### config.mk
export PLATFORM = sky130hd
export DESIGN_NAME = fp_addsub_pipe
export DESIGN_NICKNAME = d
export VERILOG_FILES = /design/src/rtl/fp_addsub_pipe.sv
export SDC_FILE = /design/constraint.sdc
export NUM_CORES = 1
export LEC_CHECK = 0
export ABC_AREA = 1
export CORE_MARGIN = 2
export CORE_UTILIZATION = 54
export CTS_CLUSTER_SIZE = 8
export DETAILED_ROUTE_END_ITERATION = 8
export PLACE_DENSITY_LB_ADDON = 0.1
export SETUP_SLACK_MARGIN = 0.2
export SYNTH_ARGS = -nofsm -noshare
export SYNTH_HDL_FRONTEND = slang
export SYNTH_SLANG_ARGS = --single-unit
### constraint.sdc
create_clock -name clk -period 12.5 [get_ports clk]
set_input_delay 2.5 -clock clk [delete_from_list [all_inputs] [get_ports clk]]
set_output_delay 2.5 -clock clk [all_outputs]
set_load 0.01 [all_outputs]
### src/rtl/fp_addsub_pipe.sv
// fp_addsub_pipe: four-stage floating-point add/subtract with DAZ/FTZ,
// round-to-nearest-even and a single global advance signal for all stages.
module fp_addsub_pipe #(
  parameter int unsigned EXP_W = 8,
  parameter int unsigned MAN_W = 23
) (
  input  logic                 clk,
  input  logic                 rst_n,
  input  logic                 in_valid,
  output logic                 in_ready,
  input  logic [EXP_W+MAN_W:0] a,
  input  logic [EXP_W+MAN_W:0] b,
  input  logic                 op,
  output logic                 out_valid,
  input  logic                 out_ready,
  output logic [EXP_W+MAN_W:0] result,
  output logic [2:0]           flags
);
  localparam int unsigned W    = 1 + EXP_W + MAN_W;
  localparam int unsigned FW   = MAN_W + 4;  // hidden + fraction + guard/round/sticky
  localparam int unsigned SW   = MAN_W + 5;  // FW plus carry-out
  localparam int unsigned LZW  = $clog2(SW);
  localparam int unsigned SPW  = W + 4;      // {is_special, value, flags}
  localparam int          EMAX = (1 << EXP_W) - 1;
  localparam logic [EXP_W-1:0] EONES = {EXP_W{1'b1}};
  localparam logic [MAN_W-1:0] FZERO = '0;
  localparam logic [W-1:0]     QNAN  = {1'b0, EONES, 1'b1, {(MAN_W-1){1'b0}}};

  logic adv;
  assign adv      = out_ready | ~out_valid;
  assign in_ready = adv;

  // ---------------- S1: unpack, classify, order by magnitude ----------------
  logic             sa, sb, a_zero, b_zero, a_inf, b_inf, a_nan, b_nan, a_snan, b_snan, swap;
  logic [EXP_W-1:0] ea, eb, e1_d, d1_d;
  logic [MAN_W-1:0] fa, fb;
  logic [W-2:0]     mag_a, mag_b;
  logic [MAN_W:0]   ma1_d, mb1_d;
  logic [SPW-1:0]   sp1_d;
  logic             s1_d;

  // Classify operands, pick the larger magnitude as A and resolve special cases early.
  always_comb begin
    sa     = a[W-1];
    sb     = b[W-1] ^ op;
    ea     = a[W-2:MAN_W];
    eb     = b[W-2:MAN_W];
    fa     = a[MAN_W-1:0];
    fb     = b[MAN_W-1:0];
    a_zero = (ea == '0);  // subnormals are treated as zero
    b_zero = (eb == '0);
    a_inf  = (ea == EONES) && (fa == '0);
    b_inf  = (eb == EONES) && (fb == '0);
    a_nan  = (ea == EONES) && (fa != '0);
    b_nan  = (eb == EONES) && (fb != '0);
    a_snan = a_nan && !fa[MAN_W-1];
    b_snan = b_nan && !fb[MAN_W-1];
    mag_a  = a_zero ? '0 : {ea, fa};
    mag_b  = b_zero ? '0 : {eb, fb};
    swap   = mag_b > mag_a;
    s1_d   = swap ? sb : sa;
    e1_d   = swap ? eb : ea;
    d1_d   = swap ? (eb - ea) : (ea - eb);
    ma1_d  = swap ? {~b_zero, b_zero ? FZERO : fb} : {~a_zero, a_zero ? FZERO : fa};
    mb1_d  = swap ? {~a_zero, a_zero ? FZERO : fa} : {~b_zero, b_zero ? FZERO : fb};
    sp1_d  = '0;
    if (a_nan || b_nan) begin
      sp1_d = {1'b1, QNAN, a_snan | b_snan, 2'b00};
    end else if (a_inf && b_inf) begin
      sp1_d = (sa != sb) ? {1'b1, QNAN, 3'b100} : {1'b1, sa, EONES, FZERO, 3'b000};
    end else if (a_inf) begin
      sp1_d = {1'b1, sa, EONES, FZERO, 3'b000};
    end else if (b_inf) begin
      sp1_d = {1'b1, sb, EONES, FZERO, 3'b000};
    end
  end

  logic             v1_q, s1_q, sub1_q, zs1_q;
  logic [SPW-1:0]   sp1_q;
  logic [EXP_W-1:0] e1_q, d1_q;
  logic [MAN_W:0]   ma1_q, mb1_q;

  // S1 register.
  always_ff @(posedge clk or negedge rst_n) begin
    if (!rst_n) begin
      v1_q <= 1'b0; sp1_q <= '0; s1_q <= 1'b0; sub1_q <= 1'b0; zs1_q <= 1'b0;
      e1_q <= '0;   d1_q  <= '0; ma1_q <= '0;  mb1_q  <= '0;
    end else if (adv) begin
      v1_q <= in_valid; sp1_q <= sp1_d; s1_q <= s1_d; sub1_q <= sa ^ sb; zs1_q <= sa & sb;
      e1_q <= e1_d;     d1_q  <= d1_d;  ma1_q <= ma1_d; mb1_q <= mb1_d;
    end
  end

  // ---------------- S2: align B with guard/round/sticky ----------------
  logic [31:0]     sh;
  logic [2*FW-1:0] wide;
  logic [FW-1:0]   mb2_d;

  // Saturating right shift; everything pushed below the sticky position ORs into it.
  always_comb begin
    sh    = (32'(d1_q) > MAN_W + 3) ? MAN_W + 3 : 32'(d1_q);
    wide  = {mb1_q, 3'b000, {FW{1'b0}}} >> sh;
    mb2_d = {wide[2*FW-1:FW+1], wide[FW] | (|wide[FW-1:0])};
  end

  logic             v2_q, s2_q, sub2_q, zs2_q;
  logic [SPW-1:0]   sp2_q;
  logic [EXP_W-1:0] e2_q;
  logic [FW-1:0]    ma2_q, mb2_q;

  // S2 register.
  always_ff @(posedge clk or negedge rst_n) begin
    if (!rst_n) begin
      v2_q <= 1'b0; sp2_q <= '0; s2_q <= 1'b0; sub2_q <= 1'b0; zs2_q <= 1'b0;
      e2_q <= '0;   ma2_q <= '0; mb2_q <= '0;
    end else if (adv) begin
      v2_q <= v1_q; sp2_q <= sp1_q; s2_q <= s1_q; sub2_q <= sub1_q; zs2_q <= zs1_q;
      e2_q <= e1_q; ma2_q <= {ma1_q, 3'b000}; mb2_q <= mb2_d;
    end
  end

  // ---------------- S3: magnitude add/subtract ----------------
  logic             v3_q, s3_q, zs3_q;
  logic [SPW-1:0]   sp3_q;
  logic [EXP_W-1:0] e3_q;
  logic [SW-1:0]    sum3_q;

  // S3 register; |A| >= |B| so the difference never goes negative.
  always_ff @(posedge clk or negedge rst_n) begin
    if (!rst_n) begin
      v3_q <= 1'b0; sp3_q <= '0; s3_q <= 1'b0; zs3_q <= 1'b0; e3_q <= '0; sum3_q <= '0;
    end else if (adv) begin
      v3_q   <= v2_q; sp3_q <= sp2_q; s3_q <= s2_q; zs3_q <= zs2_q; e3_q <= e2_q;
      sum3_q <= sub2_q ? ({1'b0, ma2_q} - {1'b0, mb2_q}) : ({1'b0, ma2_q} + {1'b0, mb2_q});
    end
  end

  // ---------------- S4: normalize, round, pack ----------------
  logic [LZW-1:0]   lzc;
  logic [SW-1:0]    norm;
  logic             g, r, st;
  logic [MAN_W+1:0] mant_r;
  logic [MAN_W-1:0] frac;
  int               e_s;
  logic [W-1:0]     res_d;
  logic [2:0]       flg_d;

  // Single-pass leading-zero count, then RNE rounding and range checks.
  always_comb begin
    lzc = '0;
    for (int i = 0; i < int'(SW); i++) begin
      if (sum3_q[i]) lzc = LZW'(int'(SW) - 1 - i);
    end
    norm   = sum3_q << lzc;
    g      = norm[3];
    r      = norm[2];
    st     = |norm[1:0];
    mant_r = {1'b0, norm[SW-1:4]} + {{(MAN_W+1){1'b0}}, g & (r | st | norm[4])};
    frac   = mant_r[MAN_W+1] ? mant_r[MAN_W:1] : mant_r[MAN_W-1:0];
    e_s    = int'(e3_q) + 1 - int'(lzc) + int'(mant_r[MAN_W+1]);
    res_d  = '0;
    flg_d  = '0;
    if (sp3_q[SPW-1]) begin
      res_d = sp3_q[W+2:3];
      flg_d = sp3_q[2:0];
    end else if (sum3_q == '0) begin
      res_d = {zs3_q, {(W-1){1'b0}}};
    end else if (e_s <= 0) begin
      res_d = {s3_q, {(W-1){1'b0}}};
      flg_d = 3'b001;
    end else if (e_s >= EMAX) begin
      res_d = {s3_q, EONES, FZERO};
      flg_d = 3'b011;
    end else begin
      res_d = {s3_q, EXP_W'(e_s), frac};
      flg_d = {2'b00, g | r | st};
    end
  end

  logic             v4_q;
  logic [W-1:0]     res_q;
  logic [2:0]       flg_q;

  // Output register; holds while the consumer stalls.
  always_ff @(posedge clk or negedge rst_n) begin
    if (!rst_n) begin
      v4_q <= 1'b0; res_q <= '0; flg_q <= '0;
    end else if (adv) begin
      v4_q <= v3_q; res_q <= res_d; flg_q <= flg_d;
    end
  end

  assign out_valid = v4_q;
  assign result    = res_q;
  assign flags     = flg_q;

endmodule

==> metrics.cfg <==
[outcome]
status=finished, final reports clean

[cells_and_area]
layout.nets=2694
syn2layout_area_growth_pct=12.30
final_cell_area_um2=18810
diodes=0
nFillCells=2841
drive_gt1_frac=0.04061

[setup_path]
reg2reg_slack_ns=4.66
crit_type=reg2reg
r2r-end=result[13]
reg2reg_from=sum3_q[0]
max_stage_delay_ns=0.44
cp_slowest_cell=nand2_2
cp-start-kind=flip-flop
cp.required_ns=12.98
endpoint_kind=flip-flop
critPathArrivalTime_ns=8.32
reg2reg_depth=57
worstPathMaxFanout=29
worst_path_most_repeated_cell=nand2_1

[clock_tree]
cts_buffers=31
cts_resized=0
cts_max_level=1
cts_hold_buf=0
clock-sinks=218
post_cts_buffers=0
insertion_delay_ns=0.56
clockBufferDepth=3
cts-root-buf=clkbuf_16
path_clk_slew_ns=0.05
cts_tree=yes

[global_routing]
grt_max_degree=97
antenna_found_initial=0
grt_pass1_vias=15190
grt_pass1_wl_mm=77.25
grtUsageTotal=0.2861
overflow=0

[floorplanning]
core_um2=30590
die-height_um=180.1
die-area_um2=32440
initial_utilization=0.5475
die_w_um=180.1
io-pin-count=106
rows=64

[pwr]
power_switching_w=0.002761
p_leak_nw=9.288
ir_worst_vdd_uv=133.3
p_clk_frac=0.140
seq_power_share=0.222
intPower_w=0.002539
powerDensity_nw_per_um2=281.8
p_comb_frac=0.638
total_power_w=0.005300
switching_share=0.5209

[placed_design]
place.gp.congestion=0.9594
postPlaceCellArea_um2=17990
port_buffers=105
post-place-ws_ns=4.860
hpwl_mm=35.53

[synthesis]
synthTopCellsByArea=dfrtp_1, nand2_1, o21ai_0
synth_top_area_cell=dfrtp_1
synth_seq_cells=218
synth_nets=2656
netlist.area_leader.share=0.3257
synth-edff-count=0
async_flop_share=1.000
yosys_most_used_dff=dfrtp_1
yosys_warnings=0
ys_seq_area_frac=0.3257
syn_area_um2=16750
synth_cell_types=60
synthCells=2471
syn-mean-instance-area_um2=6.778

[detailed_routing]
wl_mm=46.87
drt_first_pass_iters=6
drc=0
vias_per_cell=5.594
vias=16270
post_drt_wl_per_cell_um=16.12
postRouteAntennaNets=0
drt_iter0_drc=1170

[timing]
maxSlewHeadroom=0.3118
fmax_mhz=127.6
finalSetupViolCount=0
hold_viol_final=0
tns_ns=0
rsz0062_at_grt=false
min_period_ns=7.839
finClkSkew_ns=0.01344
worst_pin_slew_ns=1.031
period_share=0.6271
worst_slack_ns=4.661
timing.hold.ws_ns=0.4504
slew_violations=0

[job]
drv_cap=0

[min_path]
hold_depth=2
hp-start=v3_q
worst_hold_path_type=reg2reg
min_to=out_valid

## synth_stat cells, types with 3 or more instances
cell type    n
a21oi_1    152
a31oi_1     13
buf_1        8
buf_2        3
clkbuf_1   102
clkinv_1     6
dfrtp_1    218
fa_1         4
ha_1       112
inv_1      286
inv_2       12
mux2i_1     10
nand2_1    635
nand2_2      7
nand3_1    217
nand4_1     20
nor2_1     159
nor2_2       9
nor3_1      35
nor4_1      17
o211ai_1     3
o21a_1       3
o21ai_0    282
o21ai_1     15
o21bai_1    10
o221ai_1    13
o22ai_1     19
o31ai_1      9
or2_2        4
xnor2_1      8
xor2_1      42
## worst max path at each step
stage	depth (start not counted)	slack [ns]	from	to
floorplan	4	6.73	out_ready	in_ready
finish	57	4.66	sum3_q[0]	result[13]
global route	57	3.75	sum3_q[0]	result[15]
global placement	57	4.94	sum3_q[0]	result[13]
CTS	57	4.80	sum3_q[0]	result[13]
detailed placement	57	4.86	sum3_q[0]	result[15]
## registers in the layout (all words and copies together), names as in the netlist, 24 cells and up
name	flops
ma1_q	24
sum3_q	28
mb1_q	24
mb2_q	27
result	32
ma2_q	24
## per-layer routing
| layer | global-route usage | vias to the layer above | part of all wire |
|---|---|---|---|
| li1 | - | 8210 | - |
| met1 | 0.4178 | 7546 | 0.48 |
| met2 | 0.4585 | 456 | 0.45 |
| met3 | 0.03133 | 55 | 0.053 |
| met4 | 0.06548 | 0 | 0.018 |
| met5 | 0 | - | 0 |
## logic make-up after synthesis
family | after synthesis | share of synthesized area
AND/OR/NAND/NOR | 1119 | 0.2845
flip-flops | 218 | 0.3257
adder cells (fa/ha/maj) | 116 | 0.08846
XOR/XNOR | 50 | 0.02615
buffers and inverters | 421 | 0.09593
AO/OA/AOI/OAI | 537 | 0.1733
multiplexers | 10 | 0.005977
## power by group through the flow
stage	clock network [W]	registers [W]	logic [W]
6_report	0.000742	0.00118	0.00338
5_1_grt	0.000785	0.00121	0.00385
4_1_cts	0.000755	0.00118	0.00335
3_5_place_dp	0	0.00118	0.00334
3_3_place_gp	0	0.00118	0.00329
2_1_floorplan	0	0.00114	0.00249
## final cells by class
type	instances	area, um^2	area share
Inverter	304	1144	0.06080
Clock inverter	1	8.758	0.0004657
Tap cell	396	495.5	0.02634
Clock buffer	35	810.8	0.04311
Sequential cell	218	5455	0.2900
Multi-Input combinational cell	1832	9711	0.5163
Timing Repair Buffer	122	1184	0.06293
## per-stage QoR
step                        util  instances
after floorplan                -       2471
after CTS                 0.6149       2908
after global placement    0.5881       2872
after global routing      0.6149       2908
final                     0.6149       2908
after detailed placement  0.5881       2872
## critical path: cells and delay by family, from the launching register on
kind | cells | cell delay, ns
AND/OR/NAND/NOR | 44 | 5.51
adder cells (fa/ha/maj) | 3 | 0.64
AO/OA/AOI/OAI | 4 | 0.50
buffers and inverters | 5 | 0.47
flip-flops | 1 | 0.42
XOR/XNOR | 1 | 0.17
## cells in the final DEF, fill, tap and decap left out, types with 13 or more instances in the layout
cell type,netlist,layout
a21oi_1,152,151
buf_4,2,17
clkbuf_16,0,31
clkdlybuf4s50_1,0,104
dfrtp_1,218,218
ha_1,112,112
inv_1,286,285
nand2_1,635,634
nand3_1,217,217
nand4_1,20,20
nor2_1,159,156
nor3_1,35,35
nor4_1,17,17
o21ai_0,282,282
o21ai_1,15,15
o221ai_1,13,13
o22ai_1,19,19
xor2_1,42,42
Note: power is estimated with default switching activity, not from simulation.
